--- src/rtl/mips_pkg.sv ---
// Shared register-file widths and the pending-write entry layout used by the
// write-back buffer and its storage.
package mips_pkg;
    localparam int REG_ADDR_W = 5;
    localparam int DATA_W     = 32;

    typedef struct packed {
        logic                  live;
        logic [REG_ADDR_W-1:0] addr;
        logic [DATA_W-1:0]     data;
    } wb_entry_t;
endpackage

--- src/rtl/rf_wb_fifo.sv ---
// In-order storage for pending register writes: entries, wrapping pointers,
// occupancy count and the per-entry live-bit kill.
import mips_pkg::*;

module rf_wb_fifo #(
    parameter int DEPTH = 4,
    localparam int PW = (DEPTH > 1) ? $clog2(DEPTH) : 1,
    localparam int CW = $clog2(DEPTH) + 1
) (
    input  logic                    clk,
    input  logic                    rst_n,
    input  logic                    push_i,
    input  logic [REG_ADDR_W-1:0]   push_addr_i,
    input  logic [DATA_W-1:0]       push_data_i,
    input  logic                    pop_i,
    input  logic                    kill_i,
    input  logic [REG_ADDR_W-1:0]   kill_addr_i,
    output wb_entry_t [DEPTH-1:0]   entries_o,
    output logic [PW-1:0]           rd_ptr_o,
    output logic [CW-1:0]           count_o
);
    wb_entry_t [DEPTH-1:0] mem_q, mem_d;
    logic [PW-1:0]         rd_q, rd_d, wr_q, wr_d;
    logic [CW-1:0]         cnt_q, cnt_d;

    always_comb begin
        mem_d = mem_q;
        // Kill first so a same-cycle push to the killed address stays live.
        for (int i = 0; i < DEPTH; i++) begin
            if (kill_i && (mem_q[i].addr == kill_addr_i)) begin
                mem_d[i].live = 1'b0;
            end
        end
        if (push_i) begin
            mem_d[wr_q] = '{live: 1'b1, addr: push_addr_i, data: push_data_i};
        end
        wr_d = push_i ? wr_q + 1'b1 : wr_q;
        rd_d = pop_i  ? rd_q + 1'b1 : rd_q;
        case ({push_i, pop_i})
            2'b10:   cnt_d = cnt_q + 1'b1;
            2'b01:   cnt_d = cnt_q - 1'b1;
            default: cnt_d = cnt_q;
        endcase
    end

    always_ff @(posedge clk or negedge rst_n) begin
        if (!rst_n) begin
            mem_q <= '0;
            rd_q  <= '0;
            wr_q  <= '0;
            cnt_q <= '0;
        end else begin
            mem_q <= mem_d;
            rd_q  <= rd_d;
            wr_q  <= wr_d;
            cnt_q <= cnt_d;
        end
    end

    assign entries_o = mem_q;
    assign rd_ptr_o  = rd_q;
    assign count_o   = cnt_q;
endmodule

--- src/rtl/rf_wb_buffer.sv ---
// Write-back buffer: parks multicycle-unit register writes until the main
// datapath leaves the register-file write port idle, with read bypass.
import mips_pkg::*;

module rf_wb_buffer #(
    parameter int DEPTH = 4
) (
    input  logic                    clk,
    input  logic                    rst_n,
    input  logic                    req_valid,
    output logic                    req_ready,
    input  logic [REG_ADDR_W-1:0]   req_addr,
    input  logic [DATA_W-1:0]       req_data,
    input  logic                    cpu_we,
    input  logic [REG_ADDR_W-1:0]   cpu_wa,
    input  logic [DATA_W-1:0]       cpu_wd,
    output logic                    rf_we,
    output logic [REG_ADDR_W-1:0]   rf_wa,
    output logic [DATA_W-1:0]       rf_wd,
    input  logic [REG_ADDR_W-1:0]   ra1,
    input  logic [REG_ADDR_W-1:0]   ra2,
    output logic                    hit1,
    output logic                    hit2,
    output logic [DATA_W-1:0]       byp1,
    output logic [DATA_W-1:0]       byp2,
    output logic [$clog2(DEPTH):0]  count,
    output logic                    empty
);
    localparam int PW = (DEPTH > 1) ? $clog2(DEPTH) : 1;
    localparam int CW = $clog2(DEPTH) + 1;
    localparam logic [CW-1:0] DEPTH_C = CW'(DEPTH);

    wb_entry_t [DEPTH-1:0] entries;
    wb_entry_t [DEPTH-1:0] ordered;
    logic [DEPTH-1:0]      occupied;
    logic [PW-1:0]         rd_ptr;
    logic                  push, pop, kill;

    assign req_ready = (count < DEPTH_C);
    assign empty     = (count == '0);
    assign push      = req_valid && req_ready && (req_addr != '0);
    assign pop       = !cpu_we && !empty;
    assign kill      = cpu_we && (cpu_wa != '0);

    rf_wb_fifo #(.DEPTH(DEPTH)) u_fifo (
        .clk         (clk),
        .rst_n       (rst_n),
        .push_i      (push),
        .push_addr_i (req_addr),
        .push_data_i (req_data),
        .pop_i       (pop),
        .kill_i      (kill),
        .kill_addr_i (cpu_wa),
        .entries_o   (entries),
        .rd_ptr_o    (rd_ptr),
        .count_o     (count)
    );

    always_comb begin
        rf_we = 1'b0;
        rf_wa = '0;
        rf_wd = '0;
        if (cpu_we) begin
            rf_we = 1'b1;
            rf_wa = cpu_wa;
            rf_wd = cpu_wd;
        end else if (!empty) begin
            rf_we = entries[rd_ptr].live;
            rf_wa = entries[rd_ptr].addr;
            rf_wd = entries[rd_ptr].data;
        end
        rf_we = rf_we && rst_n;
    end

    // Oldest-first view of the ring so the last match found is the youngest.
    always_comb begin
        for (int k = 0; k < DEPTH; k++) begin
            ordered[k]  = entries[rd_ptr + PW'(k)];
            occupied[k] = (CW'(k) < count);
        end
    end

    always_comb begin
        hit1 = 1'b0;
        byp1 = '0;
        hit2 = 1'b0;
        byp2 = '0;
        for (int k = 0; k < DEPTH; k++) begin
            if (occupied[k] && ordered[k].live) begin
                if ((ra1 != '0) && (ordered[k].addr == ra1)) begin
                    hit1 = 1'b1;
                    byp1 = ordered[k].data;
                end
                if ((ra2 != '0) && (ordered[k].addr == ra2)) begin
                    hit2 = 1'b1;
                    byp2 = ordered[k].data;
                end
            end
        end
    end
endmodule
--- config.mk ---
export PLATFORM = sky130hd
export DESIGN_NAME = rf_wb_buffer
export DESIGN_NICKNAME = d
export VERILOG_FILES = /design/src/rtl/mips_pkg.sv /design/src/rtl/rf_wb_fifo.sv /design/src/rtl/rf_wb_buffer.sv
export SDC_FILE = /design/constraint.sdc
export NUM_CORES = 1
export LEC_CHECK = 0
export ABC_AREA = 1
export CAP_MARGIN = 20
export CORE_MARGIN = 2
export CORE_UTILIZATION = 29
export CTS_CLUSTER_DIAMETER = 200
export DETAILED_ROUTE_END_ITERATION = 7
export GPL_TIMING_DRIVEN = 0
export MAX_ROUTING_LAYER = met4
export PLACE_DENSITY = 0.54
export SKIP_CTS_REPAIR_TIMING = 1
export SYNTH_ARGS = -nofsm -noshare
export SYNTH_HDL_FRONTEND = slang
export SYNTH_HIERARCHICAL = 1
export SYNTH_SLANG_ARGS = --single-unit
--- constraint.sdc ---
create_clock -name clk -period 2.5 [get_ports clk]
set_input_delay 0.375 -clock clk [delete_from_list [all_inputs] [get_ports clk]]
set_output_delay 0.375 -clock clk [all_outputs]
set_load 0.02 [all_outputs]
### After elaboration in Yosys (flattened, before gate mapping)

Index checks and enable logic that the tools add are counted.
W data, S select, Z words.

| cells by class | value |
|---|---|
| $add $sub $neg | 6 |
| multiply operators | 0 |
| div/mod/pow operators | 0 |
| magnitude comparators | 11 |
| equal/unequal tests | 14 |
| shift operators | 0 |
| multiplexer cells | 55 |
| bitwise operators | 0 |
| reductions and logical operators | 30 |

Operator list:

| kind | count |
|---|---|
| $mux W32 | 18 |
| $bmux W38 S2 | 4 |
| $mux W38 | 5 |
| $bwmux W152 | 1 |
| $mux W152 | 1 |
| $demux W38 S2 | 1 |
| $eq A5 B5 Y1 | 12 |
| $logic_and A1 B1 Y1 | 22 |
| $mux W1 | 22 |
| $reduce_bool A5 Y1 | 4 |
| $lt A2 B3 Y1 const B | 5 |
| $mux W5 | 2 |
| $lt A1 B3 Y1 const A | 2 |
| $lt A2 B3 Y1 const A | 2 |
| $pmux W3 S2 | 1 |
| $add A2 B1 Y2 const B | 2 |
| $add A2 B2 Y2 const B | 2 |
| $add A3 B1 Y3 const B | 1 |
| $logic_not A3 Y1 | 1 |
| $lt A3 B3 Y1 const B | 1 |
| $sub A3 B1 Y3 const B | 1 |
| $eq A2 B1 Y1 const B | 1 |
| $eq A2 B2 Y1 const B | 1 |
| $ge A2 B1 Y1 const B | 1 |
| 2 further kinds | 3 |

| word-level totals | value |
|---|---|
| register bits after elaboration | 159 |
| latch bits | 0 |
| RAM bits | 0 |
| bits in read-only memories | 0 |
| input bits | 88 |
| output and inout port bits | 109 |
| memories kept | 0 |

### Logic depth before layout (Yosys ltp)

| depth | value |
|---|---|
| depth after elaboration | 12 |
| depth in mapped cells | 18 |
| mapped depth without buffers | 14 |

### Cells and area by module

Netlist, hierarchy kept.

Modules (own cells, without submodules):

| module | instances | cells an instance | area each (sq um) | sequential area each (sq um) |
|---|---|---|---|---|
| rf_wb_buffer | 1 | 1608 | 7643.6 | 0.0 |
| rf_wb_fifo | 1 | 662 | 6493.7 | 3978.8 |

### Least setup slack after synthesis

No wires, ideal clock.

| path | value |
|---|---|
| path kind | register to output |
| start point | register u_fifo.cnt_q[2], in the netlist u_fifo/count_o[2] |
| end point | output rf_wd[11] |
| data arrival time | 2021 ps |
| setup slack | 104 ps |
| cell stages (with the launch flop) | 8 |
| cells stage by stage | dfrtp_1 -> inv_1 -> nand3_1 -> inv_1 -> nor2_1 -> inv_1 -> clkbuf_1 -> o21ai_0 |

| on the way | value |
|---|---|
| cells in the longest elaborated chain, start to end | 3 |

RTL lines:

| what | line | text |
|---|---|---|
| start, declared | rf_wb_fifo.sv:24 | `logic [CW-1:0] cnt_q, cnt_d;` |
| start signal, assigned | rf_wb_fifo.sv:56 | `cnt_q <= cnt_d;` |
| $logic_not A3 Y1 | rf_wb_buffer.sv:40 | `assign empty = (count == '0);` |
| named net empty | rf_wb_buffer.sv:27 | `output logic empty` |
| $mux W32 | rf_wb_buffer.sv:67 | `end else if (!empty) begin` |
| $mux W32 | rf_wb_buffer.sv:63 | `if (cpu_we) begin` |
| end, declared | rf_wb_buffer.sv:19 | `output logic [DATA_W-1:0] rf_wd,` |

The timed path passes the listed nets, and every way through them passes these cells.

### Worst setup path after layout

| path | value |
|---|---|
| start point | register u_fifo.rd_q[0], in the netlist u_fifo/rd_ptr_o[0] |
| end point | output byp1[31] |

| on the way | value |
|---|---|
| cells in the longest elaborated chain, start to end | 12 |

RTL lines:

| what | line | text |
|---|---|---|
| start, declared | rf_wb_fifo.sv:23 | `logic [PW-1:0] rd_q, rd_d, wr_q, wr_d;` |
| start signal, assigned | rf_wb_fifo.sv:54 | `rd_q <= rd_d;` |
| parallel branches: the longest is 11 deep, another holds $add A2 B1 Y2 | - |  |
| $mux W32 (*) | rf_wb_buffer.sv:89 | `if (occupied[k] && ordered[k].live) begin` |
| end, declared | rf_wb_buffer.sv:24 | `output logic [DATA_W-1:0] byp1,` |

Mark *: on every way between the ends. The select of a mux whose other input is x is not followed.

==> impl_metrics.env <==
export IMPL_outcome="complete, but fails checks"
export IMPL_violations="setup timing"
export IMPL_min_path_type="flop to flop"
export IMPL_area_growth_syn_to_layout_pct=38.3
export IMPL_finClkSkew_ns=0.0124
export IMPL_core_area_um2=47900
export IMPL_max_cap_violations=0
export IMPL_drt_met1_wl_mm=29.2
export IMPL_nets=2627
export IMPL_yosysSeqAreaShare=0.281
export IMPL_layout_setup_ws_ns=-0.838
export IMPL_ir_drop_mv=0.577
export IMPL_synth_edf_count=0
export IMPL_drtAntennaViolNets=0
export IMPL_min_period_over_period=1.34
export IMPL_ys_seq_elements=159
export IMPL_yosys_area_top_type="dfrtp_1"
export IMPL_worst_path_buf_inv=6
export IMPL_dieArea_um2=50500
export IMPL_crit_path_max_fanout=8
export IMPL_p_total_mw=26.9
export IMPL_cts_buffers=17
export IMPL_multi_input_area_um2=9160
export IMPL_clockBufferDepth=2
export IMPL_die_y_um=225
export IMPL_met3_length_mm=5.07
export IMPL_cp_end_kind="primary output"
export IMPL_cts_root_buf="clkbuf_16"
export IMPL_cts_sinks=159
export IMPL_die_x_um=225
export IMPL_drc_errors=0
export IMPL_top_layer="met4"
export IMPL_start_util=0.295
export IMPL_port_buffers=195
export IMPL_cp_common_cell="nand2_2"
export IMPL_grt_pass1_wl_mm=95.8
export IMPL_async_reset_ff_frac=1.00
export IMPL_wl_mm=66.8
export IMPL_min_period_ns=3.34
export IMPL_antenna_found_initial=0
export IMPL_pin_count=197
export IMPL_syn_inst=2270
export IMPL_slew_headroom=0.427
export IMPL_gp_congestion=0.936
export IMPL_cp_top_family="simple AND/OR/NAND/NOR gates"
export IMPL_p_per_area_nw_per_um2=1380
export IMPL_h_tree_depth=4
export IMPL_crit_chain="inv_4 -> buf_12 -> buf_8 -> nand2_4 -> nand2_2 -> nand2_2 -> nand2_2 -> xor2_1 -> nor2_1 -> nand3_1 -> nor2_4 -> buf_12 -> clkbuf_16 -> nand2_1 -> nand2_2 -> buf_6"
export IMPL_grt_pass1_vias=15400
export IMPL_slowest_delay_ns=0.47
export IMPL_path_clk_slew_ns=0.07
export IMPL_finalHoldViolCount=0
export IMPL_fmax_mhz=300
export IMPL_yosys_area_top_type_share=0.281
export IMPL_synthTopCellsByArea="dfrtp_1 28%, nand2_1 21%, mux2i_1 9.1%"
export IMPL_cts_tree="done"
export IMPL_dp_hpwl_mm=47.2
export IMPL_ff_latch_area_um2=3980
export IMPL_core_rowCount=80
export IMPL_slowest_stage="dfrtp_2"
export IMPL_mostFrequentLayoutCells="699 x nand2_1, 232 x inv_1, 212 x nor2_1"
export IMPL_syn_nets=2364
export IMPL_routedWlPerCell_um=21.1
export IMPL_drt_iter0_drc=1617
export IMPL_diodes=0
export IMPL_ys_flop_type="dfrtp_1"
export IMPL_first_pass_iters=6
export IMPL_syn_cell_area_um2=14100
export IMPL_worstPathRequired_ns=2.12
export IMPL_arrival_ns=2.96
export IMPL_dr_wl_met2_mm=30.0
export IMPL_layout_commonest_cell="nand2_1"
export IMPL_setup_viol=101
export IMPL_post_place_ws_ns=-1.42
export IMPL_start_kind="flop"
export IMPL_grt_usage=0.260
export IMPL_syn_area_per_cell_um2=6.23
export IMPL_worstSetupPathType="flop to primary output"
export IMPL_rsz0062_at_grt="yes"
export IMPL_yosys_warnings=6
export IMPL_synth_distinct_cells=34
export IMPL_clock_latency_ns=0.46
export IMPL_drive_gt1_frac=0.202
export IMPL_grt_max_degree=101
export IMPL_vias=16500
export IMPL_grt_ovfl_total=0
export IMPL_tightest_slew_ns=0.860
export IMPL_cellLeakagePower_nw=10.6
export IMPL_fill_cells=4981
export IMPL_routed_via_density=5.21
export IMPL_final_max_slew_viol_count=0
==> cell type report <==
cell class,instances,area share
multi-input cells,1727,0.469
flip-flops and latches,159,0.204
repair buffers,243,0.134
plain buffers,145,0.0773
inverters,240,0.0469
well taps,615,0.0394
clock buffers,18,0.0225
clock inverters,14,0.00800
==> where the power goes <==
part	total [mW]	leakage, nW	internal (mW)	switching (mW)
Clock	2.74	0.297	1.52	1.22
Combinational	19.3	8.35	7.04	12.2
Sequential	4.91	1.99	3.74	1.17
Total	26.9	10.6	12.3	14.6
==> cells in the mapped netlist, types with 3 or more instances <==
library cell and n:
ha_1 5, nand2_1 795, inv_1 237, nand2_4 4, mux2i_1 128, xnor2_1 3
buf_6 30, a21oi_1 3, nor2_2 5, nand3_1 196, buf_2 39, clkbuf_1 38
buf_4 28, o21ai_2 34, o21ai_1 52, xor2_1 17, dfrtp_1 159, buf_1 10
o21ai_0 238, nor2_1 230
==> per-layer routing <==
metal,vias up,track usage
li1,7704,-
met1,7845,0.346
met2,799,0.403
met3,132,0.0337
met4,0,0.0985
met5,-,-
==> per-stage QoR <==
stage                     TNS [ns]  instance area (um2)  hold WS (ns)   util  instances
after floorplan                  0                14100        0.0794      -       2270
after global routing        -72.71                19500         0.535  0.408       3161
after detailed placement   -140.12                16900         0.337  0.353       3082
after CTS                  -175.82                17500        -0.156  0.365       3114
final                       -62.13                19500         0.505  0.408       3161
after global placement    -1042.69                16900         0.463  0.352       3080
==> worst paths after layout <==
kind / startpoint / end / slack (ns) / cells past startpoint
min: u_fifo/rd_ptr_o[1]$_DFFE_PN0P_ / u_fifo/rd_ptr_o[1]$_DFFE_PN0P_ / 0.50 / 1
max: u_fifo/rd_ptr_o[0]$_DFFE_PN0P_ / byp1[31] / -0.84 / 16
min reg2reg: u_fifo/rd_ptr_o[1]$_DFFE_PN0P_ / u_fifo/rd_ptr_o[1]$_DFFE_PN0P_ / 0.50 / 1
max reg2reg: u_fifo/count_o[2]$_DFFE_PN0P_ / u_fifo/count_o[2]$_DFFE_PN0P_ / 0.37 / 11
min in group asynchronous: rst_n / asynchronous set/reset pin / 0.63 / 3
max in group asynchronous: rst_n / u_fifo/rd_ptr_o[0]$_DFFE_PN0P_ / 1.33 / 3
==> logic make-up (layout without fill, tap and decap cells) <==
kind of cell / count (synthesis) / count (layout) / share of synthesized area
XOR/XNOR: 20 / 20 / 0.0124
AND/OR/NAND/NOR: 1240 / 1241 / 0.353
multiplexers: 128 / 128 / 0.0906
adder cells (fa/ha/maj): 6 / 6 / 0.00584
buffers and inverters: 385 / 660 / 0.129
flip-flops: 159 / 159 / 0.281
AO/OA/AOI/OAI: 332 / 332 / 0.127
(Power assumes the default switching activity.)
